## src/rtl/mem_port_arbiter.sv

```systemverilog
`default_nettype none
// +----------------------------------------------------------------------------+
// | mem_port_arbiter: shares one req/gnt/rvalid memory port between the       |
// | instruction-fetch and LSU masters; round-robin with lock, in-order rvalid. |
// | Revision: 1.0                                                              |
// +----------------------------------------------------------------------------+
module mem_port_arbiter #(
  parameter int ADDR_WIDTH      = 32,
  parameter int DATA_WIDTH      = 32,
  parameter int MAX_OUTSTANDING = 2
) (
  input  logic                    clk,
  input  logic                    rst_n,
  input  logic                    instr_req_i,
  input  logic [ADDR_WIDTH-1:0]   instr_addr_i,
  output logic                    instr_gnt_o,
  output logic                    instr_rvalid_o,
  output logic [DATA_WIDTH-1:0]   instr_rdata_o,
  input  logic                    data_req_i,
  input  logic [ADDR_WIDTH-1:0]   data_addr_i,
  input  logic                    data_we_i,
  input  logic [DATA_WIDTH/8-1:0] data_be_i,
  input  logic [DATA_WIDTH-1:0]   data_wdata_i,
  output logic                    data_gnt_o,
  output logic                    data_rvalid_o,
  output logic [DATA_WIDTH-1:0]   data_rdata_o,
  output logic                    mem_req_o,
  output logic [ADDR_WIDTH-1:0]   mem_addr_o,
  output logic                    mem_we_o,
  output logic [DATA_WIDTH/8-1:0] mem_be_o,
  output logic [DATA_WIDTH-1:0]   mem_wdata_o,
  input  logic                    mem_gnt_i,
  input  logic                    mem_rvalid_i,
  input  logic [DATA_WIDTH-1:0]   mem_rdata_i,
  output logic                    protocol_err_o
);

  localparam int BE_WIDTH  = DATA_WIDTH / 8;
  localparam int CNT_WIDTH = $clog2(MAX_OUTSTANDING + 1);
  localparam int PTR_WIDTH = (MAX_OUTSTANDING > 1) ? $clog2(MAX_OUTSTANDING) : 1;

  localparam logic [CNT_WIDTH-1:0] C_MAX_CNT  = CNT_WIDTH'(MAX_OUTSTANDING);
  localparam logic [PTR_WIDTH-1:0] C_LAST_PTR = PTR_WIDTH'(MAX_OUTSTANDING - 1);
  localparam logic                 C_OWNER_INSTR = 1'b0;
  localparam logic                 C_OWNER_DATA  = 1'b1;

  logic [MAX_OUTSTANDING-1:0] owner_fifo_q, owner_fifo_d;
  logic [PTR_WIDTH-1:0]       wr_ptr_q, wr_ptr_d;
  logic [PTR_WIDTH-1:0]       rd_ptr_q, rd_ptr_d;
  logic [CNT_WIDTH-1:0]       count_q, count_d;
  logic                       lock_valid_q, lock_valid_d;
  logic                       lock_owner_q, lock_owner_d;
  logic                       rr_last_q, rr_last_d;
  logic                       err_q, err_d;

  logic winner;
  logic can_issue;
  logic mem_req;
  logic push;
  logic pop;
  logic head_owner;

  // Wrap explicitly so non-power-of-two depths work.
  function automatic logic [PTR_WIDTH-1:0] ptr_inc(input logic [PTR_WIDTH-1:0] p);
    return (p == C_LAST_PTR) ? '0 : p + PTR_WIDTH'(1);
  endfunction

  // Arbitration and memory-side request mux.
  always_comb begin
    if (lock_valid_q) begin
      winner = lock_owner_q;
    end else if (instr_req_i && data_req_i) begin
      winner = ~rr_last_q;
    end else begin
      winner = data_req_i ? C_OWNER_DATA : C_OWNER_INSTR;
    end

    can_issue = (count_q < C_MAX_CNT);
    mem_req   = rst_n & can_issue & (instr_req_i | data_req_i);
    push      = mem_req & mem_gnt_i;
    pop       = rst_n & mem_rvalid_i & (count_q != '0);
    head_owner = owner_fifo_q[rd_ptr_q];

    mem_req_o = mem_req;
    if (winner == C_OWNER_DATA) begin
      mem_addr_o  = data_addr_i;
      mem_we_o    = data_we_i;
      mem_be_o    = data_be_i;
      mem_wdata_o = data_wdata_i;
    end else begin
      mem_addr_o  = instr_addr_i;
      mem_we_o    = 1'b0;
      mem_be_o    = {BE_WIDTH{1'b1}};
      mem_wdata_o = '0;
    end

    instr_gnt_o    = push & (winner == C_OWNER_INSTR);
    data_gnt_o     = push & (winner == C_OWNER_DATA);
    instr_rvalid_o = pop & (head_owner == C_OWNER_INSTR);
    data_rvalid_o  = pop & (head_owner == C_OWNER_DATA);
    instr_rdata_o  = mem_rdata_i;
    data_rdata_o   = mem_rdata_i;
    protocol_err_o = err_q;
  end

  // Next-state for owner FIFO, lock, round-robin pointer and error flag.
  always_comb begin
    owner_fifo_d = owner_fifo_q;
    wr_ptr_d     = wr_ptr_q;
    rd_ptr_d     = rd_ptr_q;
    count_d      = count_q;
    lock_valid_d = lock_valid_q;
    lock_owner_d = lock_owner_q;
    rr_last_d    = rr_last_q;
    err_d        = err_q;

    if (push) begin
      lock_valid_d = 1'b0;
    end else if (mem_req) begin
      lock_valid_d = 1'b1;
      lock_owner_d = winner;
    end

    if (push) begin
      owner_fifo_d[wr_ptr_q] = winner;
      wr_ptr_d               = ptr_inc(wr_ptr_q);
      rr_last_d              = winner;
    end

    if (pop) begin
      rd_ptr_d = ptr_inc(rd_ptr_q);
    end

    case ({push, pop})
      2'b10:   count_d = count_q + CNT_WIDTH'(1);
      2'b01:   count_d = count_q - CNT_WIDTH'(1);
      default: count_d = count_q;
    endcase

    if (mem_rvalid_i && (count_q == '0)) begin
      err_d = 1'b1;
    end
  end

  always_ff @(posedge clk) begin
    if (!rst_n) begin
      owner_fifo_q <= '0;
      wr_ptr_q     <= '0;
      rd_ptr_q     <= '0;
      count_q      <= '0;
      lock_valid_q <= 1'b0;
      lock_owner_q <= 1'b0;
      rr_last_q    <= 1'b0;
      err_q        <= 1'b0;
    end else begin
      owner_fifo_q <= owner_fifo_d;
      wr_ptr_q     <= wr_ptr_d;
      rd_ptr_q     <= rd_ptr_d;
      count_q      <= count_d;
      lock_valid_q <= lock_valid_d;
      lock_owner_q <= lock_owner_d;
      rr_last_q    <= rr_last_d;
      err_q        <= err_d;
    end
  end

endmodule
`default_nettype wire
```

## config.mk

```make
export PLATFORM = sky130hd
export DESIGN_NAME = mem_port_arbiter
export DESIGN_NICKNAME = d
export VERILOG_FILES = /design/src/rtl/mem_port_arbiter.sv
export SDC_FILE = /design/constraint.sdc
export NUM_CORES = 1
export LEC_CHECK = 0
export BUFFER_PORTS_ARGS = -buffer_cell sky130_fd_sc_hd__buf_4
export CORE_AREA = 2 2 107 109
export CTS_BUF_LIST = sky130_fd_sc_hd__clkbuf_8
export DETAILED_ROUTE_END_ITERATION = 6
export DIE_AREA = 0 0 109 111
export PLACE_DENSITY = 0.47
export REMOVE_ABC_BUFFERS = 1
export SYNTH_ARGS = -nofsm -noshare
export SYNTH_HDL_FRONTEND = slang
export SYNTH_SLANG_ARGS = --single-unit
export TNS_END_PERCENT = 30
```

## constraint.sdc

```tcl
create_clock -name clk -period 1.3 [get_ports clk]
set_input_delay 0.065 -clock clk [delete_from_list [all_inputs] [get_ports clk]]
set_output_delay 0.065 -clock clk [all_outputs]
set_load 0.02 [all_outputs]
```

# == Word level (Yosys, flattened, before mapping) ==
# Index checks and enable logic that the tools add are counted.
# totals
reg_bits,10
out_inout_bits,139
wordCells,56
# op_classes
order_cmp,4
n_bitwise,15
n_mux,15
n_eq_ne,2
add_sub_neg,4
reduce_logical,8
# ops
cell,n
32-bit 2-to-1 mux,2
1-bit bitwise AND,9
1-bit 2-to-1 mux,9
1-bit NOT,5
1-bit by 2-bit < comparator with 1-bit output (second input constant),2
4-bit 2-to-1 mux,1
2-bit case mux with 2 select lines,1
2-bit nonzero test,2
1-bit logical AND,3
1-bit adder (second input constant),2
2-bit by 1-bit adder with 2-bit output (second input constant),1
2-bit bitwise mux,1
2-bit by 1-bit == test with 1-bit output (second input constant),1
2-bit == test (second input constant),1
2-bit zero test,1
2-bit < comparator (second input constant),1
2-bit AND reduction,1
2-bit OR reduction,1
2-bit by 1-bit subtractor with 2-bit output (second input constant),1
1-bit demux with 1-bit select,1
1-bit greater-or-equal comparator (second input constant),1
1-bit OR,1

# == Logic depth before layout (Yosys ltp) ==
# Gate-level depths: netlist of the first run.
# depth
word_depth,6
ltp_mapped,6

# == Worst setup path after synthesis of the first run ==
# No wires, ideal clock.
# synth_path
path_type,reg-to-reg
startpoint,register count_q[1]
endpoint,register count_q[0]
setup_ns,0.115
stages_incl_launch_ff,6
arrival_ns,1.314
required_ns,1.185
slack_ns,-0.129
synth_period_minus_slack_ns,1.429
path_cell_list,dfxtp_1 nor2b_1 nand3_2 ha_1 xnor2_1 and2_1
# synth_via
elab_chain_cells,6
elab_cells_between_ends,10
classes_between,1 x order compare; 2 x eq/ne; 1 x mux; 4 x bitwise; 2 x reduce/logical
# synth_rtl
item,line,rtl
"start, declared",50,"logic [CNT_WIDTH-1:0] count_q, count_d;"
"start signal, assigned",159,count_q <= count_d;
2-bit < comparator,78,can_issue = (count_q < C_MAX_CNT);
1-bit bitwise AND (2 in a row),79,mem_req = rst_n & can_issue & (instr_req_i | data_req_i);
1-bit bitwise AND,80,push = mem_req & mem_gnt_i;
2-bit by 1-bit == test with 1-bit output / 2-bit == test (equally long branches),134,"case ({push, pop})"
2-bit case mux with 2 select lines / 2-bit nonzero test (equally long branches),--,
# Several ways; a longest one is shown, not always the timed one.
# A chain may end at the register's enable or synchronous reset.

# == Final worst setup path of the first run ==
# layout_path
startpoint,register lock_valid_q
endpoint,output mem_addr_o[23]
# layout_via
elab_chain_cells,2
# layout_rtl
item,line,rtl
"start, declared",51,"logic lock_valid_q, lock_valid_d;"
"start signal, assigned",160,lock_valid_q <= lock_valid_d;
1-bit 2-to-1 mux,70,if (lock_valid_q) begin
32-bit 2-to-1 mux,85,if (winner == C_OWNER_DATA) begin
"end, declared",28,"output logic [ADDR_WIDTH-1:0] mem_addr_o,"
# Every way passes these cells.

==> flow_metrics.py, run 1 <==
metrics = {
    "setup_path": {
        "cp.required_ns": 1.24,
        "cp_slowest_stage_delay_ns": 0.37,
        "critPathCaptureType": "primary output",
        "crit_chain": "nor2b_4, a22oi_4, buf_6, buf_16, mux2_4, buf_6",
        "crit_type": "flip-flop to primary output",
        "crit_slowest_cell": "dfxtp_4",
        "cp_max_fo": 7,
        "r2r_setup_slack_ns": -0.09,
        "worstPathArrival_ns": 1.57,
        "cp.buffers_inverters": 3,
        "crit_path_start_kind": "flip-flop",
        "cp_top_family": "buffers and inverters",
        "crit_top_cell": "buf_6",
    },
    "floorplan": {
        "die_w_um": 109,
        "rows": 39,
        "die_h_um": 111,
        "num_io_pins": 278,
        "start_util_pct": 14.7,
        "coreArea_um2": 11100,
        "die_area_um2": 12100,
    },
    "synthesis": {
        "synth_top_area_share_pct": 29.5,
        "avgSynthCellArea_um2": 8.47,
        "syn_inst": 192,
        "yosysWarningCount": 0,
        "synth_xor_area_share_pct": 1.62,
        "synth_cell_types": 30,
        "postSynth.asyncResetShare_pct": 0,
        "synth_top_area_cell": "buf_4",
        "synthSimpleGateAreaFrac_pct": 20.5,
        "synth_top_family_by_area": "buffers and inverters",
        "synth_flop_cell": "dfxtp_1",
        "synth_fa_ha_area_share_pct": 0.769,
        "synth_compound_area_share_pct": 7.46,
        "synth-seq-cells": 10,
        "synth_mux_area_share_pct": 24.0,
        "synth-edff-count": 0,
        "synthTopCellsByArea": "buf_4 30%, mux2_2 21%, and2_1 13%",
        "synth_seq_area_share_pct": 12.3,
        "syn_area_um2": 1630,
    },
    "route": {
        "dr.pass1.iters": 4,
        "wire_per_inst_um": 17.0,
        "drt_iter0_markers": 54,
        "ant_nets": 0,
        "drt_wl_total_mm": 7.88,
        "via_per_inst": 4.02,
        "vias": 1863,
        "drc": 0,
    },
    "grt": {
        "grt_max_degree": 41,
        "grt_usage_pct": 11.8,
        "grt-ovfl-total": 0,
        "grt_antenna_before_repair": 0,
        "grt_pass1_wl_mm": 10.6,
        "grt_pass1_vias": 1888,
    },
    "hold_path": {
        "holdCritPathClass": "input pin to flip-flop",
    },
    "clock_network": {
        "cts.sinks": 10,
        "root_buffer": "clkbuf_8",
        "htree_num_levels": 1,
        "cts_buffers": 3,
        "clk_latency_ns": 0.23,
        "clk_path_buf_depth": 2,
        "cts_hold_buffers": 0,
        "clk_pin_slew_worst_paths_ns": 0.05,
        "tritoncts": "done",
    },
    "timing": {
        "maxSlewViolCount": 0,
        "rsz0062_at_grt": "true",
        "worst_slack_ns": -0.334,
        "timing.fmax_ghz": 0.612,
        "fin_skew_ns": 0.00335,
        "tightest_slew_ns": 0.280,
        "period_needed_ns": 1.63,
        "slew_headroom_pct": 81.1,
        "setup_violations": 72,
        "finalHoldViolations": 0,
        "hold_ws_ns": 0.0765,
        "finalCritPeriodShare_pct": 126,
    },
    "power": {
        "power_density_nw_per_um2": 709,
        "internal-power_uw": 1480,
        "ir_drop_mv": 0.350,
        "p_sw_share_pct": 34.4,
        "pwr-share-clk_pct": 17.2,
        "switching_power_uw": 774,
        "p_seq_share_pct": 16.1,
        "leakage_uw": 0.00160,
        "pwr-share-comb_pct": 66.7,
    },
    "final_layout": {
        "drive_above_1_share_pct": 76.3,
        "layout.cells.most_common": "buf_4",
        "finalInstanceArea_um2": 3170,
        "final_cell_mix": "133 x buf_4, 60 x buf_6, 34 x and2_1, 15 x mux2_4, 15 x mux2_2",
        "n_antenna_cell": 0,
        "post-route-util_pct": 28.7,
        "final_nets": 461,
        "area_growth_pct": 95.2,
    },
    "placement": {
        "gp_congestion": 0.675,
        "numPortBuffers": 181,
        "place_area_um2": 2750,
        "dpl.hpwl_mm": 6.35,
    },
    "flow_run": {
        "max-cap-violations": 0,
    },
    "run_status": {
        "violations": "setup timing",
        "status": "complete, but fails checks",
    },
}
cells in the mapped netlist (2+ instances only):
| cell type | number |
|---|---|
| a41o_1 | 2 |
| nor2b_1 | 3 |
| mux2i_1 | 3 |
| o311a_1 | 2 |
| nand2b_1 | 5 |
| buf_6 | 3 |
| mux2_1 | 2 |
| xnor2_1 | 3 |
| clkbuf_1 | 4 |
| dfxtp_1 | 10 |
| nor2_1 | 6 |
| and2_1 | 35 |
| mux2_2 | 30 |
| inv_1 | 2 |
| o211ai_1 | 2 |
| buf_4 | 64 |
| nand2_1 | 3 |
final timing paths:
path	start	endpoint	cells past startpoint
max reg2reg	count_q[1]	count_q[1]	6
min	rst_n	count_q[0]	2
min reg2reg	rr_last_q	rr_last_q	2
max	lock_valid_q	mem_addr_o[23]	6
through the flow:
stage	setup WS, ns	power (uW)	std cells	TNS (ns)
CTS	-0.344	2250	464	-17.16
global placement	-0.197	1640	456	-5.42
finish	-0.334	2250	463	-16.33
floorplan	-0.357	967	120	-18.90
global route	-0.393	2380	463	-20.51
detailed placement	-0.204	1640	456	-5.97
cells by family after synthesis:
kind of cell | Yosys count
xor+xnor | 3
fa+ha+maj | 1
compound gates | 13
mux | 35
flops | 10
simple gates | 56
buf+inv | 74
flip-flops by register name, indices dropped and copies added (netlist names):
name,cells
lock_valid_q,1
wr_ptr_q,1
rd_ptr_q,1
protocol_err_o,1
lock_owner_q,1
rr_last_q,1
owner_fifo_q,2
count_q,2
area by class of cell:
class	count	area, um^2
fill	1169	7900
multi-input combinational	108	976
inverter	2	7.51
timing repair buffer	196	1750
clock buffer	4	55.1
sequential	10	208
tap	143	179
power groups by stage:
stage	registers, uW	logic [uW]	clock network [uW]
global route	364	1600	416
finish	362	1500	387
global placement	364	1270	0
floorplan	368	599	0
CTS	362	1490	397
detailed placement	365	1270	0
metal layers:
metal / routed length (um) / global-route usage (%) / up-vias
li1: - / - / 827
met1: 2890 / 12.9 / 825
met2: 3300 / 17.1 / 204
met3: 1600 / 10.2 / 5
met4: 32 / 0.940 / 2
met5: 56 / 8.04 / -
repair_timing:
action | 4_1_cts | 5_1_grt
endpoints found under the setup margin | 76 | 74
pin swaps | 1 | 6
gates cloned | 2 | 0
buffers inserted | 2 | 0
gates resized for setup | 76 | 13
Power figures use the tool's default switching activity.
==> run 2, diff against run 1 <==
Settings changed: PLACE_DENSITY 0.47 to 0.51.
==> run 2 against run 1 <==
Against the previous run: the flow still finishes with violations (setup timing); first-iteration DRC count grew 35%; non-clock buffer count up 4; routed wire length up 4.6%.
==> flow_metrics.py, run 2 (same netlist as run 1, synthesis figures left out) <==
metrics = {
    "run_status": {
        "status": "complete, but fails checks",
        "violations": "setup timing",
    },
    "power": {
        "power_density_nw_per_um2": 717,
        "ir_drop_mv": 0.297,
        "leakage_uw": 0.00169,
    },
    "floorplan": {
        "die_w_um": 109,
        "num_io_pins": 278,
        "die_area_um2": 12100,
        "die_h_um": 111,
        "rows": 39,
        "start_util_pct": 14.7,
        "coreArea_um2": 11100,
    },
    "route": {
        "vias": 1900,
        "wire_per_inst_um": 17.6,
        "via_per_inst": 4.07,
        "drt_iter0_markers": 73,
        "drc": 0,
        "ant_nets": 0,
        "dr.pass1.iters": 4,
        "drt_wl_total_mm": 8.24,
    },
    "grt": {
        "grt-ovfl-total": 0,
        "grt_pass1_vias": 1981,
        "grt_max_degree": 41,
        "grt_pass1_wl_mm": 11.1,
        "grt_antenna_before_repair": 0,
        "grt_usage_pct": 12.3,
    },
    "clock_network": {
        "tritoncts": "done",
        "clk_latency_ns": 0.24,
        "root_buffer": "clkbuf_8",
        "cts_buffers": 3,
        "clk_path_buf_depth": 2,
        "clk_pin_slew_worst_paths_ns": 0.05,
        "cts.sinks": 10,
        "cts_hold_buffers": 0,
        "htree_num_levels": 1,
    },
    "flow_run": {
        "max-cap-violations": 0,
    },
    "final_layout": {
        "top_regs": "count_q (2), owner_fifo_q (2)",
        "area_growth_pct": 103,
        "final_nets": 465,
        "layout.cells.most_common": "buf_4",
        "n_antenna_cell": 0,
        "drive_above_1_share_pct": 78.7,
        "post-route-util_pct": 29.8,
        "final_cell_mix": "136 x buf_4, 57 x buf_6, 31 x and2_1, 25 x mux2_4, 7 x mux2_2",
        "fill_cells": 1144,
    },
    "timing": {
        "setup_violations": 72,
        "timing.fmax_ghz": 0.603,
        "period_needed_ns": 1.66,
        "tightest_slew_ns": 0.282,
        "maxSlewViolCount": 0,
        "rsz0062_at_grt": "true",
        "tns_ns": -18.73,
        "finalHoldViolations": 0,
        "fin_skew_ns": 0.00177,
        "worst_slack_ns": -0.359,
        "finalCritPeriodShare_pct": 128,
        "slew_headroom_pct": 81.0,
    },
    "hold_path": {
        "holdCritPathClass": "input pin to flip-flop",
    },
    "placement": {
        "numPortBuffers": 181,
        "gp_congestion": 0.708,
        "dpl.hpwl_mm": 6.26,
    },
    "setup_path": {
        "crit_path_start_kind": "flip-flop",
        "crit_type": "flip-flop to primary output",
        "cp.required_ns": 1.24,
        "critPathCaptureType": "primary output",
        "cp_max_fo": 7,
        "worstPathArrival_ns": 1.59,
    },
}
==> run 2: worst paths after layout <==
kind	slack, ns	cells after the start	end	start
setup / recovery	-0.36	6	mem_addr_o[12]	lock_valid_q
hold / removal	0.1	2	rd_ptr_q	rst_n
setup reg to reg	-0.03	6	count_q[1]	count_q[1]
hold reg to reg	0.47	2	rr_last_q	rr_last_q
==> run 2: metrics by stage <==
step / setup slack [ns] / power, uW / instances / cell area (um^2) / hold slack (ns)
after CTS: -0.350 / 2330 / 467 / 3230 / 0.0928
after global routing: -0.415 / 2480 / 467 / 3300 / 0.110
after floorplan: -0.357 / 967 / 120 / 1090 / 0.130
final: -0.359 / 2370 / 467 / 3300 / 0.0999
after global placement: -0.167 / 1630 / 456 / 2750 / 0.130
after detailed placement: -0.185 / 1640 / 456 / 2750 / 0.130
==> run 2: worst max-delay path, stage by stage, from the launching register on <==
cell	delay (ns)
dfxtp_4	0.37
nor2b_4	0.05
a22oi_4	0.18
buf_4	0.15
buf_12	0.11
mux2_2	0.33
buf_4	0.16
==> run 2: area by class of cell <==
type	count	area, um^2	area share, %
repair buffers	200	1830	55.3
flip-flops and latches	10	208	6.29
clock buffers	4	55.1	1.67
multi-input cells	108	1030	31.1
inverters	2	7.51	0.227
well taps	143	179	5.42
==> run 2: report_power, final <==
| group | internal [uW] | total [uW] | switching (uW) |
|---|---|---|---|
| logic | 947 | 1610 | 659 |
| clock network | 267 | 398 | 131 |
| registers | 337 | 361 | 24.0 |
| total | 1550 | 2370 | 815 |
==> run 2: routing by layer <==
layer	share of wire, %	routed length, um	GRT usage, %	vias up
li1	-	-	-	834
met2	44	3650	19.0	199
met3	18	1500	9.35	6
met4	0.57	47	1.97	0
met5	0	0	5.80	-
met1	37	3040	13.1	861
==> run 2: repair_timing <==
item	in CTS	in global routing
resized for setup	87	19
pin swaps	2	7
endpoints found under the setup margin	76	78
cloned	3	0
buffers inserted	4	0
==> run 3, diff against run 2 <==
Settings changed: PLACE_DENSITY 0.51 to default.
==> run 3 against run 2 <==
Against the previous run: the flow still finishes with violations (setup timing); routed wire length rose by 2.1%; critical endpoint is now mem_addr_o[28]; sequential power barely moved; register-to-register slack barely moved; clock skew rose by 0.0031 ns; worst setup slack got worse by 0.0080 ns; largest power group unchanged; combinational power fell by 5%.
==> flow_metrics.py, run 3 (same netlist as run 1, synthesis figures left out) <==
metrics = {
    "run_status": {
        "status": "complete, but fails checks",
        "violations": "setup timing",
    },
    "placement": {
        "pre_cts_ws_ns": -0.161,
        "numPortBuffers": 181,
        "place_area_um2": 2740,
        "dpl.hpwl_mm": 6.58,
        "gp_congestion": 0.751,
    },
    "power": {
        "power_density_nw_per_um2": 727,
        "internal-power_uw": 1490,
        "ir_drop_mv": 0.359,
        "switching_power_uw": 801,
        "p_seq_share_pct": 15.7,
        "leakage_uw": 0.00165,
        "pwr-share-comb_pct": 66.8,
        "p_sw_share_pct": 35.0,
        "finalPower_uw": 2290,
        "pwr-share-clk_pct": 17.5,
    },
    "flow_run": {
        "max-cap-violations": 0,
    },
    "route": {
        "vias": 1892,
        "drt_wl_total_mm": 8.41,
        "wire_per_inst_um": 18.1,
        "drt_iter0_markers": 52,
        "via_per_inst": 4.08,
        "dr.pass1.iters": 6,
        "ant_nets": 0,
        "drc": 0,
    },
    "final_layout": {
        "post-route-util_pct": 28.5,
        "area_growth_pct": 93.9,
        "top_regs": "count_q (2), owner_fifo_q (2)",
        "n_antenna_cell": 0,
        "layout.cells.most_common": "buf_4",
        "final_nets": 462,
        "fill_cells": 1135,
        "finalInstanceArea_um2": 3150,
        "drive_above_1_share_pct": 75.7,
        "final_cell_mix": "157 x buf_4, 34 x and2_1, 34 x buf_6, 27 x mux2_4, 8 x dfxtp_1",
    },
    "floorplan": {
        "coreArea_um2": 11100,
        "rows": 39,
        "start_util_pct": 14.7,
        "die_h_um": 111,
        "die_area_um2": 12100,
        "die_w_um": 109,
        "num_io_pins": 278,
    },
    "setup_path": {
        "cp_max_fo": 7,
        "r2r-end": "count_q[1]",
        "cp.required_ns": 1.24,
        "worstPathArrival_ns": 1.60,
        "r2r-start": "count_q[1]",
        "critPathCaptureType": "primary output",
        "r2r_setup_slack_ns": -0.04,
        "rr_worst_depth": 5,
        "crit_path_start_kind": "flip-flop",
        "crit_type": "flip-flop to primary output",
    },
    "hold_path": {
        "hold-path-cell-count": 2,
        "hold_end": "count_q[0]",
        "holdCritPathClass": "input pin to flip-flop",
        "hp-start": "rst_n",
    },
    "grt": {
        "grt_pass1_wl_mm": 11.3,
        "use_met2_pct": 17.9,
        "grt_usage_pct": 12.6,
        "grt_max_degree": 41,
        "grt_pass1_vias": 1928,
        "grt_antenna_before_repair": 0,
        "busiest_layer": "met2",
        "grt-ovfl-total": 0,
        "grt_use_met3_pct": 9.58,
        "gr-usage-met1_pct": 14.5,
    },
    "timing": {
        "fin_skew_ns": 0.00485,
        "setup_violations": 73,
        "slew_headroom_pct": 79.0,
        "tightest_slew_ns": 0.310,
        "finalCritPeriodShare_pct": 128,
        "rsz0062_at_grt": "true",
        "maxSlewViolCount": 0,
        "period_needed_ns": 1.67,
        "timing.fmax_ghz": 0.600,
        "finalHoldViolations": 0,
        "worst_slack_ns": -0.367,
    },
    "clock_network": {
        "cts.sinks": 10,
        "root_buffer": "clkbuf_8",
        "cts_buffers": 3,
        "clk_pin_slew_worst_paths_ns": 0.05,
        "clk_latency_ns": 0.24,
        "clk_path_buf_depth": 2,
        "tritoncts": "done",
        "htree_num_levels": 1,
    },
}
## run 3: cell types whose count changed in the layout (fill, tap and decap cells not counted), sizes merged
cell / before / now
clkbuf: 4 / 5
buf: 200 / 196
## run 3: per-layer routing
metal  part of all wire, %  vias to the layer above
met5                  0.42                        -
met4                  0.81                        2
met3                    18                       10
met2                    44                      191
met1                    37                      862
li1                      -                      827
## run 3: layout make-up
cell class / instances / area, um^2 / share of cell area, %
multi-input combinational: 108 / 1010 / 31.9
inverter: 2 / 7.51 / 0.238
clock buffer: 4 / 55.1 / 1.75
tap: 143 / 179 / 5.67
sequential: 10 / 205 / 6.51
timing repair buffer: 197 / 1700 / 53.9
## run 3: worst max path at each step
stage | start | to | slack [ns] | cells after the start
after floorplan | lock_valid_q | mem_addr_o[26] | -0.36 | 3
after global placement | lock_valid_q | mem_addr_o[24] | -0.12 | 5
after detailed placement | lock_valid_q | mem_addr_o[24] | -0.16 | 5
after CTS | rr_last_q | mem_addr_o[2] | -0.37 | 6
after global routing | lock_valid_q | mem_addr_o[28] | -0.42 | 6
final | lock_valid_q | mem_addr_o[28] | -0.37 | 6
## run 3: repair_timing
action | CTS | global route
pin swaps | 3 | 4
resized for setup | 60 | 12
hold buffers | 0 | 0
buffers inserted | 2 | 0
setup endpoints to repair | 76 | 76
cloned | 2 | 1
## run 3: per-stage QoR
stage	setup TNS [ns]	hold slack (ns)	cells
final	-18.85	0.0651	464
after global routing	-22.15	0.0748	464
after detailed placement	-4.96	0.130	455
after floorplan	-18.90	0.130	120
after CTS	-18.77	0.0621	463
after global placement	-3.75	0.130	455
## run 3: power by group through the flow
| stage | registers (uW) | clock network, uW | logic, uW |
|---|---|---|---|
| 5_1_grt | 364 | 419 | 1620 |
| 3_3_place_gp | 363 | 0 | 1260 |
| 6_report | 360 | 401 | 1530 |
| 4_1_cts | 361 | 409 | 1490 |
| 2_1_floorplan | 368 | 0 | 599 |
| 3_5_place_dp | 365 | 0 | 1280 |
## run 3: worst max-delay path, stage by stage (launching register included)
cell and delay [ns]:
dfxtp_4 0.38, nor2b_4 0.05, a22oi_4 0.17, buf_12 0.16
clkbuf_16 0.16, mux2_4 0.30, buf_6 0.13
